## src/rtl/lu_arb_pkg.sv

```systemverilog
// Shared types and constants for the round-robin logic-unit arbiter.
package lu_arb_pkg;

    localparam int unsigned OP_W   = 2;
    localparam int unsigned STAT_W = 32;

    localparam logic [OP_W-1:0] OP_NOT = 2'b00;
    localparam logic [OP_W-1:0] OP_AND = 2'b01;
    localparam logic [OP_W-1:0] OP_OR  = 2'b10;
    localparam logic [OP_W-1:0] OP_XOR = 2'b11;

    localparam logic LAST_ID_RST = 1'b1;

    typedef enum logic [1:0] {
        IDLE = 2'd0,
        EXEC = 2'd1,
        DONE = 2'd2
    } state_t;

    // Round-robin pick: a lone requester wins; on a tie the one not served last wins.
    function automatic logic grant_id(input logic v0, input logic v1, input logic last_id);
        logic id;
        if (v0 && v1) begin
            id = ~last_id;
        end else if (v1) begin
            id = 1'b1;
        end else begin
            id = 1'b0;
        end
        return id;
    endfunction

endpackage

```

## src/rtl/logic_unit_arbiter_logic_unit.sv

```systemverilog
// Combinational N-bit bitwise logic unit: per-bit NOT/AND/OR/XOR slices into a 4:1 mux.
module logic_unit
    import lu_arb_pkg::*;
#(
    parameter int unsigned N = 32
) (
    input  logic [OP_W-1:0] op,
    input  logic [N-1:0]    a,
    input  logic [N-1:0]    b,
    output logic [N-1:0]    y
);

    logic [N-1:0] w_not;
    logic [N-1:0] w_and;
    logic [N-1:0] w_or;
    logic [N-1:0] w_xor;

    for (genvar i = 0; i < N; i++) begin : g_bit
        assign w_not[i] = ~a[i];
        assign w_and[i] = a[i] & b[i];
        assign w_or[i]  = a[i] | b[i];
        assign w_xor[i] = a[i] ^ b[i];
    end

    always_comb begin
        y = w_not;
        case (op)
            OP_NOT:  y = w_not;
            OP_AND:  y = w_and;
            OP_OR:   y = w_or;
            OP_XOR:  y = w_xor;
            default: y = w_not;
        endcase
    end

endmodule

```

## src/rtl/logic_unit_arbiter.sv

```systemverilog
// Two-requester round-robin front end for one shared bitwise logic unit.
// Optional statistics outputs are enabled with `define LU_ARB_STATS_EN.
module logic_unit_arbiter
    import lu_arb_pkg::*;
#(
    parameter int unsigned N = 32
) (
    input  logic              clk,
    input  logic              rst,
    input  logic              req0_valid,
    output logic              req0_ready,
    input  logic [OP_W-1:0]   req0_op,
    input  logic [N-1:0]      req0_a,
    input  logic [N-1:0]      req0_b,
    input  logic              req1_valid,
    output logic              req1_ready,
    input  logic [OP_W-1:0]   req1_op,
    input  logic [N-1:0]      req1_a,
    input  logic [N-1:0]      req1_b,
    output logic              rsp_valid,
    input  logic              rsp_ready,
    output logic              rsp_id,
    output logic [N-1:0]      rsp_data,
`ifdef LU_ARB_STATS_EN
    output logic [STAT_W-1:0] grant_cnt0,
    output logic [STAT_W-1:0] grant_cnt1,
    output logic [STAT_W-1:0] busy_cycles,
`endif
    output logic              rsp_zero
);

    state_t          r_state;
    logic            r_last_id;
    logic            r_id;
    logic [OP_W-1:0] r_op;
    logic [N-1:0]    r_a;
    logic [N-1:0]    r_b;
    logic            r_rsp_valid;
    logic            r_rsp_id;
    logic [N-1:0]    r_rsp_data;
    logic            r_rsp_zero;

    logic            w_idle;
    logic            w_gid;
    logic            w_acc0;
    logic            w_acc1;
    logic [N-1:0]    w_y;

    // Grant is decided from the valids seen during the IDLE cycle only.
    assign w_idle     = (r_state == IDLE);
    assign w_gid      = grant_id(req0_valid, req1_valid, r_last_id);
    assign w_acc0     = w_idle && req0_valid && !w_gid;
    assign w_acc1     = w_idle && req1_valid &&  w_gid;
    assign req0_ready = w_acc0;
    assign req1_ready = w_acc1;

    assign rsp_valid  = r_rsp_valid;
    assign rsp_id     = r_rsp_id;
    assign rsp_data   = r_rsp_data;
    assign rsp_zero   = r_rsp_zero;

    logic_unit #(.N(N)) u_lu (
        .op (r_op),
        .a  (r_a),
        .b  (r_b),
        .y  (w_y)
    );

    always_ff @(posedge clk or posedge rst) begin
        if (rst) begin
            r_state     <= IDLE;
            r_last_id   <= LAST_ID_RST;
            r_id        <= 1'b0;
            r_op        <= OP_NOT;
            r_a         <= '0;
            r_b         <= '0;
            r_rsp_valid <= 1'b0;
            r_rsp_id    <= 1'b0;
            r_rsp_data  <= '0;
            r_rsp_zero  <= 1'b0;
        end else begin
            case (r_state)
                IDLE: begin
                    if (w_acc0 || w_acc1) begin
                        r_op      <= w_acc1 ? req1_op : req0_op;
                        r_a       <= w_acc1 ? req1_a  : req0_a;
                        r_b       <= w_acc1 ? req1_b  : req0_b;
                        r_id      <= w_acc1;
                        r_last_id <= w_acc1;
                        r_state   <= EXEC;
                    end
                end
                EXEC: begin
                    r_rsp_data  <= w_y;
                    r_rsp_zero  <= (w_y == '0);
                    r_rsp_id    <= r_id;
                    r_rsp_valid <= 1'b1;
                    r_state     <= DONE;
                end
                DONE: begin
                    // Response registers are left untouched until the consumer takes them.
                    if (rsp_ready) begin
                        r_rsp_valid <= 1'b0;
                        r_state     <= IDLE;
                    end
                end
                default: begin
                    r_rsp_valid <= 1'b0;
                    r_state     <= IDLE;
                end
            endcase
        end
    end

`ifdef LU_ARB_STATS_EN
    logic [STAT_W-1:0] r_grant_cnt0;
    logic [STAT_W-1:0] r_grant_cnt1;
    logic [STAT_W-1:0] r_busy_cycles;

    assign grant_cnt0  = r_grant_cnt0;
    assign grant_cnt1  = r_grant_cnt1;
    assign busy_cycles = r_busy_cycles;

    // Free-running wrap-around usage counters.
    always_ff @(posedge clk or posedge rst) begin
        if (rst) begin
            r_grant_cnt0  <= '0;
            r_grant_cnt1  <= '0;
            r_busy_cycles <= '0;
        end else begin
            if (w_acc0) begin
                r_grant_cnt0 <= r_grant_cnt0 + STAT_W'(1);
            end
            if (w_acc1) begin
                r_grant_cnt1 <= r_grant_cnt1 + STAT_W'(1);
            end
            if (r_state == EXEC || r_state == DONE) begin
                r_busy_cycles <= r_busy_cycles + STAT_W'(1);
            end
        end
    end
`endif

endmodule

```

## config.mk

```make
export PLATFORM = sky130hd
export DESIGN_NAME = logic_unit_arbiter
export DESIGN_NICKNAME = d
export VERILOG_FILES = /design/src/rtl/lu_arb_pkg.sv /design/src/rtl/logic_unit_arbiter_logic_unit.sv /design/src/rtl/logic_unit_arbiter.sv
export SDC_FILE = /design/constraint.sdc
export NUM_CORES = 1
export LEC_CHECK = 0
export BUFFER_PORTS_ARGS = -buffer_cell sky130_fd_sc_hd__clkbuf_2
export CAP_MARGIN = 20
export CELL_PAD_IN_SITES_DETAIL_PLACEMENT = 0
export CELL_PAD_IN_SITES_GLOBAL_PLACEMENT = 2
export CORE_MARGIN = 3
export CORE_UTILIZATION = 34
export CTS_BUF_LIST = sky130_fd_sc_hd__clkbuf_16
export CTS_CLUSTER_DIAMETER = 120
export CTS_CLUSTER_SIZE = 20
export DETAILED_ROUTE_END_ITERATION = 7
export GPL_TIMING_DRIVEN = 1
export HOLD_SLACK_MARGIN = 0.03
export PLACE_DENSITY = 0.83
export SLEW_MARGIN = 40
export SYNTH_ARGS = -nofsm -noshare
export SYNTH_HDL_FRONTEND = slang
export SYNTH_SLANG_ARGS = --single-unit
```

## constraint.sdc

```tcl
create_clock -name clk -period 7.23 [get_ports clk]
set_input_delay 1.446 -clock clk [delete_from_list [all_inputs] [get_ports clk]]
set_output_delay 1.446 -clock clk [all_outputs]
set_load 0.01 [all_outputs]
```

==> flow_summary.json <==
{
  "grt_max_degree": 78,
  "setup.worst_path.end_class": "primary output",
  "clock_sinks": 105,
  "viasPerCell": 4.92,
  "ff_latch_area_um2": 2640,
  "crit_path_start": "req0_valid",
  "worstSetupStartpointType": "primary input",
  "grtUsageTotal_pct": 17.3,
  "cts_setup_buffers": 0,
  "tritoncts.num_buffers": 9,
  "htree_levels": 3,
  "ys_async_sr_fraction_pct": 100,
  "worstRegToRegCells": 9,
  "r2r-end": "r_b[17]$_DFFE_PP0P_",
  "ys.flop_type": "dfrtp_1",
  "grt_pass1_vias": 5032,
  "dieArea_um2": 20200,
  "crit_type": "primary input to primary output",
  "clock_latency_ps": 360,
  "hp-class": "flop to flop",
  "drive_above_1_share_pct": 28.8,
  "hold_buffers": 0,
  "finalSetupViolCount": 0,
  "drt-wirelength-per-cell_um": 16.8,
  "fin_crit_sh_pct": 57.0,
  "syn_to_final_growth_pct": 20.4,
  "cts_resized": 0,
  "synth_area_per_cell_um2": 9.69,
  "min_period_ps": 4120,
  "irDropWorstVdd_mv": 0.241,
  "antenna_found_initial": 0,
  "ys_seq_elements": 105,
  "cap_violations": 0,
  "drt_iter0_drc": 231,
  "yosys-top-cells-area": "dfrtp_1 (41%), ha_1 (13%), mux4_2 (9.3%)",
  "place.gp.congestion": 0.822,
  "max_freq_mhz": 243,
  "rsz0062_at_grt": "no",
  "synth_top_cell_by_area": "dfrtp_1",
  "rr_startpoint": "r_state[0]$_DFFE_PP0P_",
  "slew_violations": 0,
  "synth_xor_area_share_pct": 0,
  "die_w_um": 142,
  "synth_cells": 651,
  "cp.required_ps": 5780,
  "core_um2": 18100,
  "synth-simple-area-share_pct": 7.40,
  "synthMuxAreaShare_pct": 12.1,
  "start_util_pct": 34.9,
  "synth_compound_area_share_pct": 14.1,
  "power.density_nw_per_um2": 448,
  "synth_common_cells": "inv_1 (129), dfrtp_1 (104), nand2_1 (93)",
  "yosysMostFrequentCell": "inv_1",
  "yosys_warnings": 0,
  "syn_area_um2": 6310,
  "grt_pass1_wl_um": 27200,
  "io_pins": 174,
  "cts-root-buf": "clkbuf_16",
  "r2r_slack_ps": 4300,
  "drc_errors": 0,
  "crit_fanout": 40,
  "dp_hpwl_um": 12900,
  "fin_nets": 1002,
  "p_leak_nw": 3.94,
  "outcome": "completed",
  "rows": 49,
  "fin_worst_skew_ps": 5.45,
  "drtAntennaViolNets": 0,
  "vias": 5092,
  "cp.arrival_ps": 2670,
  "synth_edf_count": 0,
  "synth.distinct_cells": 29,
  "synth_nets": 852,
  "yosysTopAreaCellShare_pct": 41.3,
  "overflow": 0,
  "firstDrtPassIters": 5,
  "synth-adder-area-share_pct": 12.7,
  "hold_violations": 0,
  "multi_input_area_um2": 2950,
  "finalSetupTns_ps": 0,
  "io_buffer_count": 173,
  "diodes": 0,
  "tritoncts": "done",
  "clk_pin_slew_ps": 70,
  "critPathCapture": "req0_ready",
  "slew_headroom_pct": 52.4,
  "tightest_slew_ps": 714,
  "fillCellCount": 1827,
  "synth-seq-area-share_pct": 41.7,
  "final_core_util_pct": 42.0,
  "synth_top_family_by_area": "compound AO/OA/AOI/OAI gates",
  "clk_path_buf_depth": 2,
  "die_y_um": 142,
  "wl_um": 17400
}
how the worst min path moves through the flow:
stage | start | depth (start not counted) | end | slack (ps)
floorplan | r_last_id$_DFFE_PP1P_ | 2 | r_last_id$_DFFE_PP1P_ | 440
global placement | r_id$_DFFE_PP0P_ | 2 | r_id$_DFFE_PP0P_ | 450
detailed placement | r_last_id$_DFFE_PP1P_ | 2 | r_last_id$_DFFE_PP1P_ | 460
CTS | r_last_id$_DFFE_PP1P_ | 2 | r_last_id$_DFFE_PP1P_ | 470
global route | rsp_valid$_DFFE_PP0P_ | 1 | rsp_valid$_DFFE_PP0P_ | 500
finish | r_last_id$_DFFE_PP1P_ | 2 | r_last_id$_DFFE_PP1P_ | 470
metrics by stage:
stage | area (um^2) | setup slack [ps] | instances | total power [mW] | hold WS [ps]
after floorplan | 6310 | 3030 | 651 | 2.42 | 439
after global placement | 7260 | 3110 | 1018 | 2.83 | 453
after detailed placement | 7290 | 3070 | 1019 | 2.94 | 461
after CTS | 7580 | 3070 | 1035 | 3.45 | 469
after global routing | 7590 | 3000 | 1035 | 3.73 | 502
final | 7590 | 3110 | 1035 | 3.40 | 473
registers in the layout, indices dropped and copies added, names as in the netlist:
name	count
r_op	2
r_b	32
rsp_data	32
r_state	2
rsp_id	1
r_a	32
r_id	1
r_last_id	1
rsp_valid	1
rsp_zero	1
cells in the final DEF, fill, tap and decap left out, types with 6 or more instances in the layout:
cell type and instances:
clkbuf_2 173, inv_1 128, dfrtp_1 102, nand2_1 93
o21ai_1 69, ha_1 64, o22ai_1 58, mux4_2 26
a21oi_1 20, nor2_1 10, clkbuf_16 9, a31oi_1 8
nand4_1 7, mux4_1 6, buf_4 6
worst max-delay path: stages:
cell and delay (ps):
clkbuf_2 90, nand2_1 50, buf_4 390, a21o_1 140, buf_4 330, inv_2 70
clkbuf_2 130
metal layers:
layer	vias up	share of wire, %	GRT usage, %
li1	2494	-	-
met1	2433	46	24.0
met2	147	48	27.9
met3	18	5.3	3.46
met4	0	1.3	4.75
met5	-	0	0
cells by family (layout without fill, tap and decap cells):
family,Yosys count,count (layout)
muxes,34,34
DFF,105,105
buffers and inverters,172,327
and+or+nand+nor,117,117
AOI/OAI and AO/OA,159,159
adders and majority gates,64,64
report_power, final:
| part | switching [mW] | internal, mW |
|---|---|---|
| sequential | 0.350 | 0.893 |
| combinational | 0.889 | 0.771 |
| clock | 0.231 | 0.268 |
area by class of cell:
| type | count | share of cell area [%] |
|---|---|---|
| Sequential cell | 105 | 34.7 |
| Inverter | 131 | 6.51 |
| Multi-Input combinational cell | 374 | 38.8 |
| Clock inverter | 7 | 0.940 |
| Timing Repair Buffer | 180 | 12.3 |
| Clock buffer | 9 | 2.97 |
| Tap cell | 229 | 3.78 |
Power figures use the tool's default switching activity.
